==> config.mk <==
export PLATFORM = sky130hd
export DESIGN_NAME = gups_arb_rr
export DESIGN_NICKNAME = d
export VERILOG_FILES = /design/src/rtl/gups_arb_rr.sv
export SDC_FILE = /design/constraint.sdc
export NUM_CORES = 1
export LEC_CHECK = 0
export ABC_AREA = 1
export CAP_MARGIN = 10
export CORE_AREA = 2 2 429 431
export DETAILED_ROUTE_END_ITERATION = 6
export DIE_AREA = 0 0 431 433
export SETUP_SLACK_MARGIN = 0.05
export SYNTH_ARGS = -nofsm -noshare
export SYNTH_HDL_FRONTEND = slang
export SYNTH_SLANG_ARGS = --single-unit
==> constraint.sdc <==
create_clock -name clk -period 46.5 [get_ports clk]
set_clock_uncertainty 0.15 [all_clocks]
set_input_delay 9.3 -clock clk [delete_from_list [all_inputs] [get_ports clk]]
set_output_delay 9.3 -clock clk [all_outputs]
set_load 0.01 [all_outputs]
==> src/rtl/gups_arb_rr.sv <==
// Round-robin N-channel memory arbiter for the GUPS top.
// Ports: clk/reset, client buses *_a, memory port, gnt, cnt, busy.
module gups_arb_rr #(
  parameter int NCH  = 4,
  parameter int AW   = 64,
  parameter int DW   = 64,
  parameter int CNTW = 32
) (
  input  logic              clk,
  input  logic              reset,
  input  logic [NCH*AW-1:0] addr_a,
  input  logic [NCH*DW-1:0] dout_a,
  output logic [NCH*DW-1:0] din_a,
  input  logic [NCH-1:0]    req_a,
  input  logic [NCH-1:0]    wr_a,
  output logic [NCH-1:0]    rdy_a,
  input  logic [NCH-1:0]    en,
  output logic [AW-1:0]     addr,
  output logic [DW-1:0]     dout,
  input  logic [DW-1:0]     din,
  output logic              req,
  output logic              wr,
  input  logic              rdy,
  output logic [NCH-1:0]    gnt,
  output logic [NCH*CNTW-1:0] cnt,
  output logic              busy
);

  localparam int PW = (NCH > 1) ? $clog2(NCH) : 1;

  localparam logic [1:0] S_IDLE = 2'd0;
  localparam logic [1:0] S_BUSY = 2'd1;
  localparam logic [1:0] S_RESP = 2'd2;

  logic [1:0]     state;
  logic [PW-1:0]  ptr;
  logic [PW-1:0]  sel;
  logic [PW-1:0]  nxt;
  logic [NCH-1:0] elig;
  logic [PW-1:0]  pick;
  logic [PW-1:0]  pick_hi;
  logic [PW-1:0]  pick_lo;
  logic           hit_hi;
  logic           hit_lo;

  assign elig = req_a & en;
  assign nxt  = (sel == PW'(NCH - 1)) ? '0 : sel + 1'b1;

  // Rotating priority as two scans: first eligible at or above
  // ptr, else wrap around to the lowest eligible index.
  always_comb begin
    hit_hi  = 1'b0;
    hit_lo  = 1'b0;
    pick_hi = '0;
    pick_lo = '0;
    for (int i = 0; i < NCH; i++) begin
      if (!hit_hi && elig[i] && (PW'(i) >= ptr)) begin
        hit_hi  = 1'b1;
        pick_hi = PW'(i);
      end
      if (!hit_lo && elig[i]) begin
        hit_lo  = 1'b1;
        pick_lo = PW'(i);
      end
    end
    pick = hit_hi ? pick_hi : pick_lo;
  end

  always_ff @(posedge clk or posedge reset) begin
    if (reset) begin
      state <= S_IDLE;
      ptr   <= '0;
      sel   <= '0;
      addr  <= '0;
      dout  <= '0;
      req   <= 1'b0;
      wr    <= 1'b0;
      gnt   <= '0;
      rdy_a <= '0;
      din_a <= '0;
      cnt   <= '0;
      busy  <= 1'b0;
    end else begin
      unique case (state)
        S_IDLE: begin
          if (|elig) begin
            addr  <= addr_a[pick*AW +: AW];
            dout  <= dout_a[pick*DW +: DW];
            wr    <= wr_a[pick];
            req   <= 1'b1;
            gnt   <= NCH'(1) << pick;
            sel   <= pick;
            busy  <= 1'b1;
            state <= S_BUSY;
          end
        end
        S_BUSY: begin
          if (rdy) begin
            req   <= 1'b0;
            wr    <= 1'b0;
            din_a[sel*DW +: DW] <= din;
            rdy_a[sel] <= 1'b1;
            cnt[sel*CNTW +: CNTW] <=
              cnt[sel*CNTW +: CNTW] + CNTW'(1);
            ptr   <= nxt;
            state <= S_RESP;
          end
        end
        S_RESP: begin
          // Idle outputs go back to their reset values;
          // no arbitration here so the client can drop req_a.
          rdy_a <= '0;
          gnt   <= '0;
          addr  <= '0;
          dout  <= '0;
          busy  <= 1'b0;
          state <= S_IDLE;
        end
        default: state <= S_IDLE;
      endcase
    end
  end

endmodule

Yosys cells after proc, flatten, opt, wreduce, memory -nomap -nowiden
Cells that the tools add are included.
Operators by class
  add/sub/neg operators: 4
  order comparisons: 7
  equality and inequality tests: 5
  shifts and indexed selects: 8
  multiplexer cells: 38
  bitwise operators: 2
  reduce and logical (&&, ||, !) cells: 28
Operator list (count)
  256-bit by 9-bit indexed part select with 64-bit output: 2
  256-bit bitwise mux: 1
  64-bit case mux with 2 select lines: 2
  64-bit by 34-bit variable shift with 256-bit output (first input constant): 1
  64-bit by 34-bit indexed part select with 256-bit output: 1
  128-bit bitwise mux: 1
  64-bit two-way mux: 2
  32-bit by 34-bit variable shift with 128-bit output (first input constant): 1
  128-bit by 8-bit indexed part select with 32-bit output: 1
  32-bit by 34-bit indexed part select with 128-bit output: 1
  7-bit negator with 34-bit output: 1
  8-bit negator with 34-bit output: 1
  32-bit by 1-bit adder with 32-bit output (second input constant): 1
  2-bit two-way mux: 8
  4-bit case mux with 2 select lines: 2
  1-bit two-way mux: 14
  1-bit logical AND: 11
  2-bit AND reduction: 5
  4-bit two-way mux: 2
  1-bit zero test: 6
  2-bit by 3-bit < comparator with 1-bit output (second input constant): 2
  1-bit case mux with 2 select lines: 3
  2-bit nonzero test: 3
  4-bit bitwise AND: 1
  15 further kinds: 19
Storage, ports and cells
  register bits after elaboration: 529
  input bits: 591
  output and inout bits: 523

Depth between registers and ports, before layout
  depth after elaboration: 20
  depth in mapped cells: 17

Least setup slack after synthesis
OpenSTA, ideal clock, no wires.
  path kind: input-to-reg
  from: input req_a[1]
  to: register addr[0]
  data arrival time: 10.570 ns
  required time: 46.233 ns
  slack: 35.663 ns
  cell stages on the path: 15
  cells stage by stage: nand2_1 -> nand2_1 -> nand2_1 -> nand2_1 -> nor2_2 -> nand2_1 -> nand2_1 -> buf_4 -> buf_4 -> buf_4 -> nand2_1 -> o211ai_1 -> nand2_1 -> nand2_1 -> nand2_1
Between the ends
  longest elaborated chain between the ends: 16
  elaborated cells between the ends (all ways): 32
Ends and longest elaborated chain
  start, declared: RTL line 14  | input logic [NCH-1:0] req_a,
  4-bit bitwise AND (*): RTL line 46  | assign elig = req_a & en;
  1-bit logical AND (2 in series): RTL line 57  | if (!hit_hi && elig[i] && (PW'(i) >= ptr)) begin
  1-bit two-way mux: RTL line 57
  1-bit zero test: RTL line 57
  1-bit logical AND (2 in series): RTL line 57
  1-bit two-way mux: RTL line 57
  1-bit zero test: RTL line 57
  1-bit logical AND (2 in series): RTL line 57
  2-bit two-way mux or 1-bit two-way mux (tied branches): RTL line 57
  2-bit two-way mux: RTL line 66  | pick = hit_hi ? pick_hi : pick_lo;
  256-bit by 9-bit indexed part select with 64-bit output: RTL line 87  | addr <= addr_a[pick*AW +: AW];
  64-bit two-way mux: RTL line 86  | if (|elig) begin
  64-bit case mux with 2 select lines: RTL line 84  | unique case (state)
  end signal, assigned: RTL line 87
  end, declared: RTL line 18  | output logic [AW-1:0] addr,
Mark *: on every way between the ends. The rest lies on a longest branch, timed or not. The select of a mux whose other input is x is not followed.
A chain may end at the register's enable or synchronous reset.

Worst setup path in the final report
  from: input req_a[1]
  to: register addr[63]
The elaborated chain is that of the path after synthesis.

==> impl_metrics.ini <==
[outcome]
status = finished, final reports clean

[die]
fp.dieW_um = 431
die-area_um2 = 186600
initial_core_util_pct = 15.23
core_area_um2 = 182100
ios = 1114
die_h_um = 433
core.rowCount = 157

[power_and_ir_drop]
power.total_mw = 2.672
p_leak_nw = 20.28
sequentialPowerShare_pct = 29.0
clkPwrFrac_pct = 21.1
combPwrFrac_pct = 49.9
sw_frac_of_total_pct = 43.86
cellPowerDensity_nw_per_um2 = 61.41
p_int_mw = 1.500
power.switching_mw = 1.172
irDropWorstVdd_mv = 0.03716

[setup_path]
cp.required_ns = 46.96
r2r_slack_ns = 40.79
r2r_end = cnt[88]
crit_top_cell = nand2_1
crit_family = buffers and inverters
max_stage_delay_ns = 0.78
cp_slowest_cell = buf_4
path_cells = clkdlybuf4s50_1 -> nand2_1 -> nand2_1 -> nand2_1 -> nand2_1 -> nor2_2 -> nand2_1 -> nand2_4 -> buf_4 -> buf_4 -> buf_4 -> buf_4 -> nand2_1 -> nand2_1 -> nand2_1 -> nand2_1 -> nand2_1 -> nand2_1
crit_type = input port to register
worstSetupEndpointType = register
critical_path.max_fanout = 87
regToRegStartpoint = sel[0]
cp-start-kind = input port
arrival_ns = 15.05
critPathBufInv = 5
rr_worst_depth = 12

[global_routing]
busiest_layer = met2
met3_usage_pct = 5.222
grt.total_usage_pct = 17.29
grt_start_max_net_pins = 138
antenna_found_initial = 38
grt_pass1_wl_mm = 231.8
gr-total-overflow = 0
met1_usage_pct = 18.61
grt_util_met2_pct = 29.96
grt_pass1_vias = 30391

[cells_and_area]
final_cells = 7304
drive_gt1_share_pct = 4.241
final_common_cell = nand2_1
multi_input_area_um2 = 12380
postLayoutCoreUtil_pct = 23.89
fill_cells = 19983
final_cell_mix = nand2_1 (2055), clkdlybuf4s50_1 (1113), dfrtp_1 (528)
area_growth_pct = 56.85
seq_area_um2 = 13240
nets = 5451

[yosys]
yosysSeqAreaShare_pct = 47.72
syn-num-nets = 4463
netlist_instances = 3863
yosysTopAreaCell = dfrtp_1
ys_seq_elements = 529
synthesis.area_um2 = 27740
yosys-top-cells-area = dfrtp_1 (48%), nand2_1 (28%), o21ai_0 (4.2%)
avgSynthCellArea_um2 = 7.181
synth_top_area_share_pct = 47.72
synth_cell_types = 33
yosysWarningCount = 0

[route]
viasPerCell = 4.194
first_pass_iters = 6
drt-initial-drc-count = 2572
antenna_left = 0
vias = 30630
drc = 0
routedWlPerCell_um = 22.93
totalWireLength_mm = 167.5

[placed_design]
dp_hpwl_mm = 125.1
gp_congestion = 0.9381
post-place-ws_ns = 31.13
place_inst = 7163
portBuffers = 1113

[cts]
post_cts_buffers = 0
clockBufferDepth = 3
clockRootBuffer = clkbuf_16
clock_sinks = 529
cts_tree = yes
ctsResizeCount = 0
postCtsHoldBufs = 0
cts_made_buffers = 71
clock_latency_ns = 0.68
ctsHtreeMaxLevel = 3
cts.clk_slew.worst_paths_ns = 0.06

[sta]
setup-tns-final_ns = 0
clock.fmax_mhz = 68.56
fin_crit_sh_pct = 31.37
tightest_slew_ns = 1.173
setup_violations = 0
finalCriticalPeriod_ns = 14.59
rsz0062_at_grt = false
max_slew_margin_pct = 21.78
hold_violations = 0
slew_viol_final = 0
fin_ws_ns = 31.91

[worst_hold_path]
worstHoldStart = dout[45]
hold_end = dout[45]
hold_path_class = register to register
hold_path_depth = 2

[run]
drv_cap = 0
==> layout make-up <==
type	count	area share, %
inverters	274	2.396
clock buffers	102	4.699
repair buffers	1156	26.38
well taps	2385	6.859
multi-input cells	2819	28.46
diodes	15	0.08627
flip-flops and latches	529	30.43
clock inverters	24	0.6873
==> cell usage after synthesis <==
cell type / number
nand2_1: 2061
dfrtp_1: 529
inv_1: 266
o21ai_0: 232
nand3_1: 131
o211ai_1: 130
clkbuf_1: 126
nor2_1: 70
buf_2: 69
o31ai_1: 39
o41ai_1: 36
nand4_1: 35
buf_4: 30
o21ai_1: 15
buf_6: 11
nor2_2: 11
nand2_2: 10
a21oi_1: 9
ha_1: 9
inv_2: 8
xor2_1: 6
buf_1: 5
nor2_4: 5
o22ai_1: 5
a22o_1: 4
xor2_2: 3
and2_4: 2
a21boi_1: 1
a32o_1: 1
a32oi_1: 1
nand3_2: 1
nor3_1: 1
nor4_4: 1
==> metal layers <==
| layer | vias up | share of wire (%) | wire length (µm) |
|---|---|---|---|
| li1 | 14176 | - | - |
| met2 | 1405 | 50 | 83090 |
| met4 | 16 | 6.2 | 10440 |
| met5 | - | 0.060 | 100 |
| met1 | 14677 | 35 | 58940 |
| met3 | 356 | 8.9 | 14890 |
==> how the worst max path moves through the flow <==
stage | from | endpoint | slack (ns) | cells past startpoint
final | req_a[1] | addr[63] | 31.91 | 18
after global routing | req_a[1] | addr[17] | 31.36 | 18
after CTS | req_a[1] | addr[22] | 31.88 | 18
after detailed placement | req_a[1] | addr[22] | 31.13 | 18
after global placement | en[1] | dout[63] | 31.28 | 18
after floorplan | reset | addr[0] | 22.27 | 1
==> metrics by stage <==
stage | hold slack, ns | instance area [µm²]
after global routing | 0.3426 | 43500
after CTS | 0.3286 | 43470
after floorplan | 0.3030 | 27740
final | 0.3253 | 43510
after global placement | 0.3087 | 41130
after detailed placement | 0.3128 | 41130
==> state kept, by name, summed over array words and instances (netlist names) <==
name	flops
cnt	128
dout	64
gnt	4
busy	1
addr	64
ptr	2
req	1
state	2
sel	2
wr	1
din_a	256
rdy_a	4
==> kinds of logic after synthesis <==
logic type	after synthesis	share of synthesized area [%]
fa+ha+maj	9	0.4060
flops	529	47.72
buf+inv	515	7.984
xor+xnor	9	0.3654
simple gates	2328	32.86
compound gates	473	10.66
==> power by group through the flow <==
stage | Clock (mW) | Sequential, mW | Combinational (mW)
2_1_floorplan | 0 | 0.825 | 0.541
3_3_place_gp | 0 | 0.773 | 1.33
3_5_place_dp | 0 | 0.776 | 1.34
4_1_cts | 0.580 | 0.772 | 1.34
5_1_grt | 0.596 | 0.794 | 1.44
6_report | 0.565 | 0.775 | 1.33
==> tightest hold or removal path: stages, from the launching register on <==
cell and delay (ns):
dfrtp_1 0.34, nand2_1 0.05, nand2_1 0.05
No activity file was read; power rests on OpenSTA's default activity.
==> RTL change, RTL diff (config.mk and constraints unchanged) <==
Make the reset (`reset`) synchronous in one clocked block.
--- a/src/rtl/gups_arb_rr.sv
+++ b/src/rtl/gups_arb_rr.sv
@@ -68,3 +68,3 @@
 
-  always_ff @(posedge clk or posedge reset) begin
+  always_ff @(posedge clk) begin
     if (reset) begin
Formal check against the unedited RTL: not equivalent (a bounded check fails within 4 cycles, from zero or initial values and one cycle with reset high; the reset may be asserted at any time).
==> RTL change against the unedited design <==
- worst setup slack improved by 1.6 ns
- highest routed layer unchanged
- count of clock-buffer cells in the layout decreased by 11
- area after synthesis decreased by 5.7%
- sequential cell count unchanged
- cell area decreased by 4.4%
- critical path depth decreased by 3
- non-clock buffer count decreased by 2
- routed wire length decreased by 3.5%
- final cell count increased by 1.5%
- via count increased by 3.1%
Power is not compared: it rests on default switching activity, and its combinational part moved more than twofold at a synthesized area within 25%.
==> RTL change: results (changes against the unedited design) <==
crit path max fanout=106 (was 87); synthesis-to-layout area growth=59.1% (was 56.8%); R2R Path Start=sel[1]$_SDFFE_PP0P_ (was sel[0]$_DFFE_PP0P_); DR WL/cell=21.8 µm (was 22.9 µm); worst slew pin tran=1.08 ns (was 1.17 ns); placed cell count=7279 (was 7163); Worst Hold End=din_a[95]$_SDFFE_PP0P_ (was dout[45]$_DFFE_PP0P_); worst setup path end=addr[26]$_SDFFE_PP0P_ (was addr[63]$_DFFE_PP0P_); Net Count, Synth=4641 (was 4463); CP peak stage delay=0.83 ns (was 0.78 ns); reg2reg setup slack=41.97 ns (was 40.79 ns); HPWL after DPL=122000 µm (was 125000 µm); Final #Nets=5565 (was 5451); DR vias/cell=4.26 (was 4.19); sequential share of the synthesized area=40.5% (was 47.7%); ys async rst share=0% (was 100%); Netlist cell types=35 (was 33); initial DRC count=2869 (was 2572); total track usage=16.4% (was 17.3%); hold_ws=0.313 ns (was 0.325 ns); Peak VDD IR=0.0000211 V; end of the worst register-to-register path=din_a[46]$_SDFFE_PP0P_ (was cnt[88]$_DFFE_PP0P_); area post-placement=39400 µm² (was 41100 µm²); status=finished, final reports clean (unchanged); FILL cells=20245 (was 19983); worst path arrival time=13.32 ns (was 15.05 ns); R2R depth=10 (was 12); CTS buffer count=69 (was 71); fraction of layout cells with a size suffix above 1=4.07% (was 4.24%); vias in the first global route=29609 (was 30391); initial antenna violation count=41 (was 38); top post-synthesis cells by count=nand2_1, dfxtp_1, a21oi_1, nor2_1, clkbuf_1 (was nand2_1, dfrtp_1, inv_1, o21ai_0, nand3_1); hold path start=din_a[95]$_SDFFE_PP0P_ (was dout[45]$_DFFE_PP0P_); Post-Synthesis Cells=4041 (was 3863); Synth Area in XOR/XNOR=0.517% (was 0.365%); global-route wire length before repair=223000 µm (was 232000 µm); Period Utilization, post-route=27.8% (was 31.4%); TritonRoute pass-1 iters=5 (was 6); final RePlAce weighted congestion=0.975 (was 0.938)
-- RTL change: changes by cell type after synthesis, sizes merged, moves of 39 or more --
cell / before / now
dfrtp: 529 / 0
nor2: 86 / 379
o31ai: 39 / 0
dfxtp: 0 / 529
o21ai: 247 / 46
nand4: 35 / 92
inv: 274 / 197
nand2: 2071 / 1639
a21oi: 9 / 493
clkbuf: 126 / 203
-- RTL change: layer usage --
layer	global-route usage, %	routed length, µm	vias to the layer above
met5	0	85	-
met4	8.75	9470	14
met3	3.63	11700	313
met2	28.5	80000	1496
met1	18.7	60400	14874
li1	-	-	14886
-- RTL change: layout make-up --
cell class              count  area share [%]
clock inverters            22           0.580
clock buffers              91            4.69
repair buffers           1154            27.5
well taps                2385            7.17
multi-input cells        3012            32.6
flip-flops and latches    529            25.5
inverters                 199            1.82
diodes                     21           0.126
-- RTL change: kinds of logic after synthesis --
logic type / count (synthesis)
XOR/XNOR: 12
adder cells (fa/ha/maj): 9
AND/OR/NAND/NOR: 2283
buffers and inverters: 500
AO/OA/AOI/OAI: 708
flip-flops: 529
-- RTL change: power by group --
part	leakage [µW]	total (µW)	switching (µW)	internal (µW)
combinational	0.00990	298	181	117
clock	0.00108	539	227	312
sequential	0.00429	488	14.5	473
total	0.0153	1320	423	901
-- RTL change: worst register-to-register path, stage by stage, from the launching register on --
cell and delay (ns):
dfxtp_2 0.32, buf_4 0.31, inv_2 0.15, buf_4 0.64, ha_1 0.34, nand2_4 0.39, nor4_4 0.37, buf_4 0.53
buf_4 0.85, nand2_1 0.24, a21oi_1 0.17
